--- src/rtl/operand_handler_pipe_if.sv ---
// Operand request/response bundle between the ID stage and the operand handler.
interface operand_handler_pipe_if #(
    parameter int unsigned WIDTH   = 32,
    parameter int unsigned IMM_W   = 16,
    parameter int unsigned SHAMT_W = 5
);
    logic                 in_valid;
    logic                 stall;
    logic                 flush;
    logic [3:0]           Si;
    logic [WIDTH-1:0]     PB;
    logic [WIDTH-1:0]     PC;
    logic [IMM_W-1:0]     imm;
    logic [SHAMT_W-1:0]   shamt;
    logic                 hi_we;
    logic                 lo_we;
    logic [WIDTH-1:0]     hi_wdata;
    logic [WIDTH-1:0]     lo_wdata;
    logic                 hilo_we;
    logic [2*WIDTH-1:0]   hilo_wdata;
    logic [WIDTH-1:0]     N;
    logic                 out_valid;
    logic [WIDTH-1:0]     HI_q;
    logic [WIDTH-1:0]     LO_q;

    modport master (
        output in_valid, stall, flush, Si, PB, PC, imm, shamt,
               hi_we, lo_we, hi_wdata, lo_wdata, hilo_we, hilo_wdata,
        input  N, out_valid, HI_q, LO_q
    );

    modport slave (
        input  in_valid, stall, flush, Si, PB, PC, imm, shamt,
               hi_we, lo_we, hi_wdata, lo_wdata, hilo_we, hilo_wdata,
        output N, out_valid, HI_q, LO_q
    );
endinterface

--- src/rtl/operand_handler_pipe.sv ---
// ALU B-operand selector with registered output and internal HI/LO pair.
// HI/LO reads through Si=1/2 bypass same-cycle writes, so no RAW bubbles.
// WIDTH must be at least 2*IMM_W.
module operand_handler_pipe #(
    parameter int unsigned WIDTH   = 32,
    parameter int unsigned IMM_W   = 16,
    parameter int unsigned SHAMT_W = 5
) (
    input  logic                   clk,
    input  logic                   reset,
    operand_handler_pipe_if.slave  bus
);
    localparam int unsigned EXT_W = WIDTH - IMM_W;

    logic [WIDTH-1:0] hi_next;
    logic [WIDTH-1:0] lo_next;
    logic [WIDTH-1:0] operand_c;

    // Resolve pending HI/LO writes; the mult/div result wins over mthi/mtlo.
    always_comb begin
        hi_next = bus.HI_q;
        lo_next = bus.LO_q;
        if (bus.hilo_we) begin
            hi_next = bus.hilo_wdata[2*WIDTH-1:WIDTH];
            lo_next = bus.hilo_wdata[WIDTH-1:0];
        end else begin
            if (bus.hi_we) begin
                hi_next = bus.hi_wdata;
            end
            if (bus.lo_we) begin
                lo_next = bus.lo_wdata;
            end
        end
    end

    // Operand select decode.
    always_comb begin
        operand_c = '0;
        case (bus.Si)
            4'd0:    operand_c = bus.PB;
            4'd1:    operand_c = hi_next;
            4'd2:    operand_c = lo_next;
            4'd3:    operand_c = bus.PC;
            4'd4:    operand_c = {{EXT_W{bus.imm[IMM_W-1]}}, bus.imm};
            4'd5:    operand_c = {bus.imm, {EXT_W{1'b0}}};
            4'd6:    operand_c = WIDTH'(bus.imm);
            4'd7:    operand_c = bus.PC + WIDTH'(8);
            4'd8:    operand_c = WIDTH'(bus.shamt);
            default: operand_c = '0;
        endcase
    end

    // HI/LO pair: updates every edge regardless of stall/flush.
    always_ff @(posedge clk) begin
        if (reset) begin
            bus.HI_q <= '0;
            bus.LO_q <= '0;
        end else begin
            bus.HI_q <= hi_next;
            bus.LO_q <= lo_next;
        end
    end

    // Output register: reset > flush > stall > load.
    always_ff @(posedge clk) begin
        if (reset) begin
            bus.N         <= '0;
            bus.out_valid <= 1'b0;
        end else if (bus.flush) begin
            bus.N         <= '0;
            bus.out_valid <= 1'b0;
        end else if (!bus.stall) begin
            bus.N         <= operand_c;
            bus.out_valid <= bus.in_valid;
        end
    end
endmodule

--- src/flat_wrapper.sv ---
// flat-port wrapper written by rule: the top's interface ports become plain ports
module operand_handler_pipe_flat 
#(
    parameter int unsigned WIDTH   = 32,
    parameter int unsigned IMM_W   = 16,
    parameter int unsigned SHAMT_W = 5
)
  (clk, reset, bus_in_valid, bus_stall, bus_flush, bus_Si, bus_PB, bus_PC, bus_imm, bus_shamt, bus_hi_we, bus_lo_we, bus_hi_wdata, bus_lo_wdata, bus_hilo_we, bus_hilo_wdata, bus_N, bus_out_valid, bus_HI_q, bus_LO_q);
  operand_handler_pipe_if #(.WIDTH(WIDTH), .IMM_W(IMM_W), .SHAMT_W(SHAMT_W)) bus_i ();
  input  logic clk;
  input  logic reset;
  input wire logic [$bits(bus_i.in_valid)-1:0] bus_in_valid;
  input wire logic [$bits(bus_i.stall)-1:0] bus_stall;
  input wire logic [$bits(bus_i.flush)-1:0] bus_flush;
  input wire logic [$bits(bus_i.Si)-1:0] bus_Si;
  input wire logic [$bits(bus_i.PB)-1:0] bus_PB;
  input wire logic [$bits(bus_i.PC)-1:0] bus_PC;
  input wire logic [$bits(bus_i.imm)-1:0] bus_imm;
  input wire logic [$bits(bus_i.shamt)-1:0] bus_shamt;
  input wire logic [$bits(bus_i.hi_we)-1:0] bus_hi_we;
  input wire logic [$bits(bus_i.lo_we)-1:0] bus_lo_we;
  input wire logic [$bits(bus_i.hi_wdata)-1:0] bus_hi_wdata;
  input wire logic [$bits(bus_i.lo_wdata)-1:0] bus_lo_wdata;
  input wire logic [$bits(bus_i.hilo_we)-1:0] bus_hilo_we;
  input wire logic [$bits(bus_i.hilo_wdata)-1:0] bus_hilo_wdata;
  output wire logic [$bits(bus_i.N)-1:0] bus_N;
  output wire logic [$bits(bus_i.out_valid)-1:0] bus_out_valid;
  output wire logic [$bits(bus_i.HI_q)-1:0] bus_HI_q;
  output wire logic [$bits(bus_i.LO_q)-1:0] bus_LO_q;
  assign bus_i.in_valid = bus_in_valid;
  assign bus_i.stall = bus_stall;
  assign bus_i.flush = bus_flush;
  assign bus_i.Si = bus_Si;
  assign bus_i.PB = bus_PB;
  assign bus_i.PC = bus_PC;
  assign bus_i.imm = bus_imm;
  assign bus_i.shamt = bus_shamt;
  assign bus_i.hi_we = bus_hi_we;
  assign bus_i.lo_we = bus_lo_we;
  assign bus_i.hi_wdata = bus_hi_wdata;
  assign bus_i.lo_wdata = bus_lo_wdata;
  assign bus_i.hilo_we = bus_hilo_we;
  assign bus_i.hilo_wdata = bus_hilo_wdata;
  assign bus_N = bus_i.N;
  assign bus_out_valid = bus_i.out_valid;
  assign bus_HI_q = bus_i.HI_q;
  assign bus_LO_q = bus_i.LO_q;
  operand_handler_pipe #(.WIDTH(WIDTH), .IMM_W(IMM_W), .SHAMT_W(SHAMT_W)) u_core (.clk(clk), .reset(reset), .bus(bus_i));
endmodule
--- config.mk ---
export PLATFORM = sky130hd
export DESIGN_NAME = operand_handler_pipe_flat
export DESIGN_NICKNAME = d
export VERILOG_FILES = /design/src/rtl/operand_handler_pipe_if.sv /design/src/rtl/operand_handler_pipe.sv /design/src/flat_wrapper.sv
export SDC_FILE = /design/constraint.sdc
export NUM_CORES = 1
export LEC_CHECK = 0
export ABC_AREA = 1
export BUFFER_PORTS_ARGS = -buffer_cell sky130_fd_sc_hd__buf_2
export CAP_MARGIN = 40
export CELL_PAD_IN_SITES_DETAIL_PLACEMENT = 0
export CELL_PAD_IN_SITES_GLOBAL_PLACEMENT = 1
export CORE_ASPECT_RATIO = 1.75
export CORE_MARGIN = 10
export CORE_UTILIZATION = 32
export DETAILED_ROUTE_END_ITERATION = 12
export PLACE_DENSITY_LB_ADDON = 0.1
export REMOVE_ABC_BUFFERS = 1
export SLEW_MARGIN = 20
export SYNTH_ARGS = -nofsm -noshare
export SYNTH_HDL_FRONTEND = slang
export SYNTH_SLANG_ARGS = --single-unit
--- constraint.sdc ---
create_clock -name clk -period 4.53 [get_ports clk]
set_clock_uncertainty 0.2 [all_clocks]
set_input_delay 0.453 -clock clk [delete_from_list [all_inputs] [get_ports clk]]
set_output_delay 0.453 -clock clk [all_outputs]
set_load 0.02 [all_outputs]
==> metrics.txt, run 1 <==
worst-margin pin slew=0.7961 ns; highest-count cells in the layout ignoring fill and taps=433 x nand2_1, 321 x buf_2, 182 x nand3_1, 165 x nor2_1, 97 x dfxtp_1; Setup Buffers After CTS=0; CORE AREA=around 0.020 mm2; cell total after placement=about 1,700; Worst Path Max Fanout=25; Placement Setup Slack=roughly 1.7 ns; max-slew violations=0; Fmax=between 0.4 and 0.5 GHz; worst reg2reg path depth=8; worst hold-check path type=in -> reg; synthesized area=0.006511 mm2; multiplexer share of the synthesized area=0%; number of global-route vias before repair=8,243; part of the power in combinational logic=25.6%; Reg clk slew, reported paths=0.07 ns; DRC viols=0; Die H=approximately 210 um; boundary pin count=322; first-pass GRT wire length=47,890 um; simple-gate share of the synthesized area=54.59%; GP Congestion=around 0.95; WL/cell=19.13 um; initial antenna violation count=3; Worst slew margin=46.87%; Sw Pwr=0.7698 mW; peak supply drop=roughly 0.18 mV; Yosys reg bits=97; Mapped Avg Cell Area=5.662 um2; die span in x=127.8 um; Final Instance Count excl. Fillers=1,688; Synth Area in Compound Gates=7.994%; Clock Power Share=33.4%; crit path time final=between 2 and 2.5 ns; FF/Latch Area=0.001942 mm2; Initial Util=32.23%; cell count after synthesis=1,150; Setup-failing EPs final=0; I/O Buffers=321; number of max-cap violations=0; Synth area leader=dfxtp_1; Fin Setup TNS=0 ns; Detailed Route WL=32,290 um; clk sink count=97; Congestion Overflow GR=0; largest net degree at the start of global routing=70; Final WS setup=~2.1 ns; part of the cycle the worst path needs=53.93%; CP startpoint=bus_Si[3]; fill count=2,381; sequential share of power=41.0%; # hold bufs at CTS=0; Post-Synth XOR/XNOR Area=0.1345%; Inserted Clock Buffers=9; Clk Latency, worst-skew pair=0.37 ns; Crit. End Element=flip-flop; area occupied by multi-input gates=0.004109 mm2; post-cts repair resize count=0; Critical Path AT=2.54 ns; sw frac=34.15%; Clock Tree Root=clkbuf_16; r2r startpoint=u_core.bus.LO_q[21]$_SDFF_PP0_; Synth Warn #=0; Vias/cell=4.901; unrepaired setup endpoints after global routing=no; final hold vios=0; adder-cell share of the synthesized area=0.3843%; WP data required=4.62 ns; pwr dens=approximately 260 mW/mm2; top post-synthesis cells by area=dfxtp_1 30%, nand2_1 25%, nand3_1 14%, nor2_1 9.5%, o21ai_0 3.8%; nets@finish=1,660; Leakage=4.425 nW; antenna-violating nets left=0; largest family of logic cells by synthesized area=simple AND/OR/NAND/NOR gates; die area=0.02668 mm2; WS Path Type=in -> reg; row cnt=69; CTS Buffer Depth=2; CP Capture Point=u_core.bus.N[4]$_SDFFE_PP0N_; top-area cell type share of the netlist area=about 30%; htree depth=3; DR iter-0 viols=around 540; total iterations of the first detailed-routing run=6; Power Internal=1.484 mW; r2r endpoint=u_core.bus.N[21]$_SDFFE_PP0N_; Startpoint Class=input port; post-detail-place hpwl=25,380 um; status=finished clean; vias=8,273; Syn-to-layout area delta=31.42%; most common cell after layout, fill and taps aside=nand2_1; register area share after synthesis=29.82%; Reg2Reg Setup Slack=3.04 ns; CTS tree=done; GRT Total Usage=a little under a quarter; share of layout cells above drive strength 1=28.09%; Yosys cell types=29
-- stage by stage --
stage,cell area [um2],power [mW],util (%),hold WS (ns)
2_1_floorplan,6238,1.231,-,0.3243
3_3_place_gp,8252,1.523,40.85,0.2472
3_5_place_dp,8279,1.525,40.98,0.2532
4_1_cts,8552,2.283,42.33,0.1223
5_1_grt,8557,2.369,42.36,0.1470
6_report,8557,2.254,42.36,0.1333
-- cell type report --
class	instances	share of cell area, %
multi-input combinational	942	48.02
antenna	2	0.05849
inverter	50	2.208
timing repair buffer	333	20.21
clock inverter	6	0.5118
sequential	97	22.69
tap	248	3.626
clock buffer	10	2.676
-- power by group through the flow --
stage | logic [mW] | registers (mW) | clock network, mW
2_1_floorplan | 0.226 | 1.00 | 0
3_3_place_gp | 0.579 | 0.943 | 0
3_5_place_dp | 0.581 | 0.944 | 0
4_1_cts | 0.584 | 0.924 | 0.776
5_1_grt | 0.642 | 0.929 | 0.797
6_report | 0.577 | 0.924 | 0.754
-- synthesized netlist by cell type --
library cell	number
buf_2	20
or2_0	1
nor2_4	5
nand2_2	2
nand3b_1	1
ha_1	2
nand3_2	1
inv_2	8
o21bai_1	5
and2_1	2
nor2_1	165
buf_6	2
nand4_1	6
buf_1	7
o21ai_0	49
o21ai_1	6
nand2_1	433
or2_1	2
o21a_1	2
buf_4	1
nor2_2	4
a21oi_1	37
clkbuf_1	31
dfxtp_1	97
or2_2	35
xnor2_1	1
nand3_1	182
inv_1	42
o211ai_1	1
-- kinds of logic (layout without fill, tap and decap cells) --
family,Yosys count,in the layout
and+or+nand+nor,839,839
adders and majority gates,2,2
buffers and inverters,111,399
DFF,97,97
AOI/OAI and AO/OA,100,100
other,0,2
xor gates and xnor gates,1,1
-- worst min path at each step --
| stage | startpoint | end | slack [ns] | cells past startpoint |
|---|---|---|---|---|
| 6_report | bus_in_valid | u_core.bus.out_valid$_SDFFE_PP0N_ | 0.13 | 3 |
| 5_1_grt | bus_in_valid | u_core.bus.out_valid$_SDFFE_PP0N_ | 0.15 | 3 |
| 4_1_cts | bus_in_valid | u_core.bus.out_valid$_SDFFE_PP0N_ | 0.12 | 3 |
| 3_5_place_dp | u_core.bus.N[3]$_SDFFE_PP0N_ | u_core.bus.N[3]$_SDFFE_PP0N_ | 0.25 | 2 |
| 3_3_place_gp | u_core.bus.N[9]$_SDFFE_PP0N_ | u_core.bus.N[9]$_SDFFE_PP0N_ | 0.25 | 2 |
| 2_1_floorplan | reset | u_core.bus.HI_q[3]$_SDFF_PP0_ | 0.32 | 1 |
-- metal layers --
layer | vias to the layer above | global-route usage (%) | share of wire (%)
met5 | - | 0 | 0
met4 | 0 | 6.625 | 1.8
met1 | 3735 | 25.29 | 38
li1 | 4231 | - | -
met2 | 277 | 42.16 | 53
met3 | 30 | 6.234 | 7.4
-- critical path: stages --
cell and delay (ns):
buf_2 0.14, nor2_4 0.48, nand3_1 0.49, buf_4 0.37, or2_2 0.31, nand2_1 0.06
o21ai_0 0.08, a21oi_1 0.15
-- state kept, by name, summed over array words and instances, names as in the netlist --
| name | flops |
|---|---|
| u_core.bus.HI_q | 32 |
| u_core.bus.N | 32 |
| u_core.bus.out_valid | 1 |
| u_core.bus.LO_q | 32 |
(Power assumes the default switching activity.)
==> inputs of run 2 (changes only) <==
--- a/config.mk
+++ b/config.mk
@@ -12,7 +12,7 @@
 export CELL_PAD_IN_SITES_GLOBAL_PLACEMENT = 1
 export CORE_ASPECT_RATIO = 1.75
 export CORE_MARGIN = 10
-export CORE_UTILIZATION = 32
+export CORE_UTILIZATION = 27
 export DETAILED_ROUTE_END_ITERATION = 12
 export PLACE_DENSITY_LB_ADDON = 0.1
 export REMOVE_ABC_BUFFERS = 1
==> constraint.sdc (replaced) <==
create_clock -name clk -period 2.2 [get_ports clk]
set_clock_uncertainty 0.2 [all_clocks]
set_input_delay 0.22 -clock clk [delete_from_list [all_inputs] [get_ports clk]]
set_output_delay 0.22 -clock clk [all_outputs]
set_load 0.02 [all_outputs]
==> run 2 against run 1 <==
  * The flow now finishes with violations (hold timing)
  * Sequential share of layout area down 2.2 points
  * Final area increased by 11%
  * Sequential power is 110% higher
  * Non-clock buffer count increased by 80
  * Wire length rose by 8.1%
  * Die area is 16% higher
  * Via count grew 2.7%
  * Cell count is 8.5% higher
  * Sequential cell count stayed put
  * Clock power up 140%
  * Global-route usage down 1.1 points
  * Critical path type unchanged
==> metrics.txt, run 2 (same netlist as run 1, synthesis figures left out) <==
CORE AREA=0.02384 mm2 (+18%); WS Path Type=in -> reg; DR iter-0 viols=413 (-23%); Syn-to-layout area delta=45.73%; pwr dens=529.0 mW/mm2 (+100%); crit path time final=1.735 ns; Clk Latency, worst-skew pair=0.37 ns (about the same); Setup Buffers After CTS=0 (unchanged); unrepaired setup endpoints after global routing=no; clk sink count=97 (unchanged); CTS tree=done; WP data required=2.26 ns (-2.36 ns); Worst slew margin=66.15% (+19 points); part of the cycle the worst path needs=around 79%; first-pass GRT wire length=51,560 um (+7.7%); status=finished with violations; hold endpoint=u_core.bus.LO_q[21]$_SDFF_PP0_; most common cell after layout, fill and taps aside=nand2_1; highest-count cells in the layout ignoring fill and taps=433 x nand2_1, 321 x buf_2, 182 x nand3_1, 165 x nor2_1, 97 x dfxtp_1; number of max-cap violations=0 (unchanged); sw frac=32.05% (-2.1 points); nets@finish=1,740 (+4.8%); Clock Tree Root=clkbuf_16; post-detail-place hpwl=27,780 um (+9.4%); sequential share of power=37.9% (-3.1 points); number of global-route vias before repair=8,763 (+6.3%); Detailed Route WL=34,920 um (+8.1%); row cnt=75 (+8.7%); r2r startpoint=u_core.bus.LO_q[28]$_SDFF_PP0_; Fin Setup TNS=0 ns (unchanged); fill count=2,790 (+17%); largest net degree at the start of global routing=59 (-16%); top flop regs=u_core.bus.HI_q x32, u_core.bus.LO_q x32, u_core.bus.N x32; initial antenna violation count=8 (+5); Vias/cell=4.638 (-5.4%); boundary pin count=322 (unchanged); critical path's slowest cell=dlygate4sd3_1; Die H=225.4 um (+8.0%); worst hold-check path type=in -> reg; Reg2Reg Setup Slack=0.77 ns (-2.27 ns); Inserted Clock Buffers=9 (unchanged); Congestion Overflow GR=0 (unchanged); Power Internal=3.411 mW (+130%); worst-path cell chain=dlygate4sd3_1, buf_2, or2_2, nand2_1, dlygate4sd3_1, nor2_1; worst-margin pin slew=0.5077 ns (-0.2884 ns); Worst Path Max Fanout=2 (-92%); antenna-violating nets left=0 (unchanged); WL/cell=19.06 um (-0.37%); part of the power in combinational logic=26.0% (+0.4 points); FF/Latch Area=0.001942 mm2 (unchanged); Initial Util=27.32% (-4.9 points); die span in x=137.4 um (+7.5%); peak supply drop=0.4209 mV (+140%); GRT Total Usage=22.05% (-1.1 points); Startpoint Class=input port; worst hold start=bus_hilo_wdata[21]; total iterations of the first detailed-routing run=7 (+1); Leakage=4.807 nW (+8.6%); Setup-failing EPs final=0 (unchanged); final hold vios=1 (+1); CP max stage delay=0.54 ns (+0.05 ns); GP Congestion=0.9022 (-4.7%); I/O Buffers=321 (unchanged); failing checks=hold timing; Sw Pwr=1.609 mW (+110%); worst hold margin=-0.002337 ns (-0.1356 ns); Fmax=0.5762 GHz; Reg clk slew, reported paths=0.07 ns (about the same); max-slew violations=0 (unchanged); r2r endpoint=u_core.bus.LO_q[28]$_SDFF_PP0_; DRC viols=0 (unchanged); Hold Path Stages=3 (unchanged); CP most frequent cell=dlygate4sd3_1; htree depth=3 (unchanged); Clock Power Share=36.1% (+2.7 points); vias=8,497 (+2.7%); Crit. End Element=flip-flop; Critical Path AT=1.79 ns (-0.75 ns); die area=0.03097 mm2 (+16%); worst reg2reg path depth=5 (-3); CTS Buffer Depth=2 (unchanged); share of layout cells above drive strength 1=27.80% (-0.29 points); area occupied by multi-input gates=0.004109 mm2 (unchanged)
==> run 2: cell types whose count changed in the layout (fill, tap and decap cells not counted), moves of 2 or more <==
| cell | before | now |
|---|---|---|
| diode_2 | 2 | 6 |
| buf_12 | 1 | 6 |
| bufinv_16 | 0 | 2 |
| buf_4 | 10 | 25 |
| clkinv_2 | 3 | 0 |
| dlygate4sd3_1 | 0 | 61 |
==> run 2: power by group through the flow <==
stage	logic, mW	clock network (mW)	registers (mW)
after global routing	1.45	1.91	1.92
final	1.30	1.81	1.90
after CTS	1.32	1.85	1.90
after global placement	1.23	0	1.94
after detailed placement	1.23	0	1.94
after floorplan	0.465	0	2.07
==> run 2: worst max-delay path, delay by kind of cell <==
family	cells	cell delay (ns)
buffers and inverters	3	1.18
and+or+nand+nor	3	0.39
==> run 2: timing repair <==
action	CTS	global route
gates resized for setup	0	0
endpoints found under the hold margin	60	0
hold buffers	61	0
==> run 2: through the flow <==
step | std cells | setup slack (ns) | util, % | power (mW) | area, um2
detailed placement | 1749 | 0.1781 | 35.83 | 3.176 | 8541
global route | 1832 | 0.4027 | 39.81 | 5.275 | 9489
floorplan | 1089 | -0.7631 | - | 2.534 | 6238
global placement | 1749 | 0.1276 | 35.83 | 3.176 | 8541
CTS | 1826 | 0.4727 | 39.75 | 5.082 | 9474
finish | 1832 | 0.4646 | 39.81 | 5.020 | 9489
==> run 2: how the worst max path moves through the flow <==
stage,cells after the start,slack (ns),startpoint,endpoint
finish,6,0.46,bus_hilo_wdata[28],u_core.bus.LO_q[28]$_SDFF_PP0_
global route,9,0.40,bus_hilo_wdata[15],u_core.bus.N[15]$_SDFFE_PP0N_
CTS,6,0.47,bus_hilo_wdata[28],u_core.bus.LO_q[28]$_SDFF_PP0_
detailed placement,10,0.18,bus_Si[3],u_core.bus.N[19]$_SDFFE_PP0N_
global placement,10,0.13,bus_Si[3],u_core.bus.N[19]$_SDFFE_PP0N_
floorplan,6,-0.76,bus_hilo_we,u_core.bus.N[4]$_SDFFE_PP0N_
==> run 2: area by class of cell <==
cell class / instances / share of cell area, %
inverters: 50 / 2.004
repair buffers: 413 / 26.61
clock buffers: 12 / 2.598
well taps: 308 / 4.061
clock inverters: 4 / 0.8043
multi-input cells: 942 / 43.30
flip-flops and latches: 97 / 20.46
diodes: 6 / 0.1582
==> run 2: metal layers <==
metal | GRT usage, % | up-vias | wire [um]
met5 | 0 | - | 7
met4 | 8.020 | 2 | 904
met3 | 5.000 | 43 | 2234
met2 | 39.99 | 257 | 18510
met1 | 23.97 | 3803 | 13260
li1 | - | 4392 | -
==> inputs of run 3 (changes only) <==
--- a/config.mk
+++ b/config.mk
@@ -12,7 +12,7 @@
 export CELL_PAD_IN_SITES_GLOBAL_PLACEMENT = 1
 export CORE_ASPECT_RATIO = 1.75
 export CORE_MARGIN = 10
-export CORE_UTILIZATION = 27
+export CORE_UTILIZATION = 30
 export DETAILED_ROUTE_END_ITERATION = 12
 export PLACE_DENSITY_LB_ADDON = 0.1
 export REMOVE_ABC_BUFFERS = 1
==> constraint.sdc (replaced) <==
create_clock -name clk -period 1.6 [get_ports clk]
set_clock_uncertainty 0.2 [all_clocks]
set_input_delay 0.16 -clock clk [delete_from_list [all_inputs] [get_ports clk]]
set_output_delay 0.16 -clock clk [all_outputs]
set_load 0.02 [all_outputs]
==> run 3 against run 2 <==
  * The run still ends with hold timing left
  * Setup slack worse by 0.44 ns
  * Sequential power up 38%
  * First-iteration DRC count up 16%
  * Clock power up 29%
  * Combinational power up 64%
  * Via count up 8.2%
  * Clock-buffer cell count unchanged
  * Sequential cell count unchanged
  * Largest power group unchanged
==> metrics.txt, run 3 (same netlist as run 1, synthesis figures left out) <==
status=finished with violations; failing checks=hold timing; DRC viols=0 (unchanged); max-slew violations=0 (unchanged); Startpoint Class=input port; share of layout cells above drive strength 1=33.23% (+5.4 points); final hold vios=1 (unchanged); Setup Buffers After CTS=0 (unchanged); CTS tree=done; clk sink count=97 (unchanged); first-pass GRT wire length=53,670 um (+4.1%); area occupied by multi-input gates=0.004150 mm2 (+1.0%); initial antenna violation count=5 (-3); Final WS setup=0.02468 ns (-0.4399 ns); Fin Setup TNS=0 ns (unchanged); htree depth=3 (unchanged); Clk Latency, worst-skew pair=0.37 ns (about the same); antenna-violating nets left=0 (unchanged); Clock Tree Root=clkbuf_16; Final Instance Count excl. Fillers=1,968 (+7.4%); Worst slew margin=70.36% (+4.2 points); row cnt=71 (-5.3%); die span in x=131.4 um (-4.4%); Inserted Clock Buffers=9 (unchanged); Vias/cell=4.674 (+0.77%); die area=0.02823 mm2 (-8.9%); crit path time final=~1.6 ns; CORE AREA=0.02141 mm2 (-10%); Placement Setup Slack=-0.2955 ns (-0.4736 ns); Syn-to-layout area delta=67.35%; GRT Total Usage=24.14% (+2.1 points); number of max-cap violations=0 (unchanged); worst hold-check path type=in -> reg; Reg clk slew, reported paths=0.07 ns (about the same); worst-margin pin slew=0.4399 ns (-0.06780 ns); Critical Path AT=1.63 ns (-0.16 ns); boundary pin count=322 (unchanged); most common cell after layout, fill and taps aside=nand2_1; largest net degree at the start of global routing=54 (-8.5%); CTS Buffer Depth=2 (unchanged); Congestion Overflow GR=0 (unchanged); FF/Latch Area=0.001942 mm2 (unchanged); number of global-route vias before repair=9,474 (+8.1%); Die H=214.9 um (-4.7%); Initial Util=30.41% (+3.1 points); highest-count cells in the layout ignoring fill and taps=429 x nand2_1, 321 x buf_2, 180 x nand3_1, 161 x nor2_1, 131 x buf_4; WS Path Type=in -> reg; post-detail-place hpwl=28,150 um (+1.3%); WL/cell=17.80 um (-6.6%); nets@finish=1,895 (+8.9%); Crit. End Element=flip-flop; total iterations of the first detailed-routing run=5 (-2); cell total after placement=1,851 (+5.8%); peak supply drop=0.5064 mV (+20%); Detailed Route WL=35,030 um (+0.32%); Leakage=5.580 nW (+16%); top flop regs=u_core.bus.HI_q x32, u_core.bus.LO_q x32, u_core.bus.N x32; vias=9,198 (+8.2%); Worst Path Max Fanout=2 (unchanged); Fmax=0.6348 GHz; GP Congestion=0.9402 (+4.2%); worst hold margin=-0.01703 ns (-0.01469 ns); DR iter-0 viols=481 (+16%); I/O Buffers=321 (unchanged); Final Core Density=50.90% (+11 points); part of the cycle the worst path needs=98.46%; fill count=2,343 (-16%); pwr dens=649.9 mW/mm2 (+23%); Setup-failing EPs final=0 (unchanged); WP data required=1.65 ns (-0.61 ns)
[run 3: cell count changes in the layout (fill, tap and decap cells not counted), moves of 6 or more]
cell	delta
buf_4	+106
buf_12	+12
o21ai_1	+6
o21ai_0	-9
dlygate4sd3_1	+37
[run 3: final cells by class]
class	instances	area share (%)
Multi-Input combinational cell	942	38.09
Timing Repair Buffer	568	36.08
Sequential cell	97	17.82
Tap cell	292	3.353
Clock buffer	12	2.354
Inverter	50	1.768
Clock inverter	4	0.4708
Antenna cell	3	0.06889
[run 3: critical path, stage by stage]
cell           delay [ns]
dlygate4sd3_1        0.53
buf_2                0.11
o21ai_0              0.19
dlygate4sd3_1        0.59
nor2_1               0.04
[run 3: final timing paths]
path	start	end	slack (ns)	cells past startpoint
worst max-delay path	bus_hilo_wdata[11]	u_core.bus.LO_q[11]$_SDFF_PP0_	0.02	5
worst min-delay path	bus_hi_wdata[17]	u_core.bus.HI_q[17]$_SDFF_PP0_	-0.02	5
worst max register to register	u_core.bus.LO_q[11]$_SDFF_PP0_	u_core.bus.LO_q[11]$_SDFF_PP0_	0.12	5
worst min register to register	u_core.bus.N[30]$_SDFFE_PP0N_	u_core.bus.N[30]$_SDFFE_PP0N_	0.26	2
[run 3: metal layers]
layer  track usage (%)  routed length [um]
met1             25.53               13640
met2             46.74               19000
met3             4.928                1771
met4             6.366                 588
met5                 0                  23
[run 3: report_power, final]
| part | total (mW) | switching [mW] | internal (mW) |
|---|---|---|---|
| logic | 2.13 | 1.14 | 0.990 |
| registers | 2.62 | 0.0684 | 2.55 |
| clock network | 2.33 | 1.03 | 1.30 |
| total | 7.08 | 2.24 | 4.84 |
[run 3: what timing repair did]
| item | 4_1_cts | 5_1_grt |
|---|---|---|
| setup endpoints to repair | 0 | 17 |
| hold endpoints to repair | 62 | 0 |
| gates resized for setup | 0 | 24 |
| hold buffers | 98 | 0 |
[run 3: metrics by stage]
step	total power, mW	cell area, um2
after global routing	7.433	10900
after global placement	4.590	9555
final	7.082	10900
after CTS	7.133	10840
after detailed placement	4.594	9555
after floorplan	3.484	6238
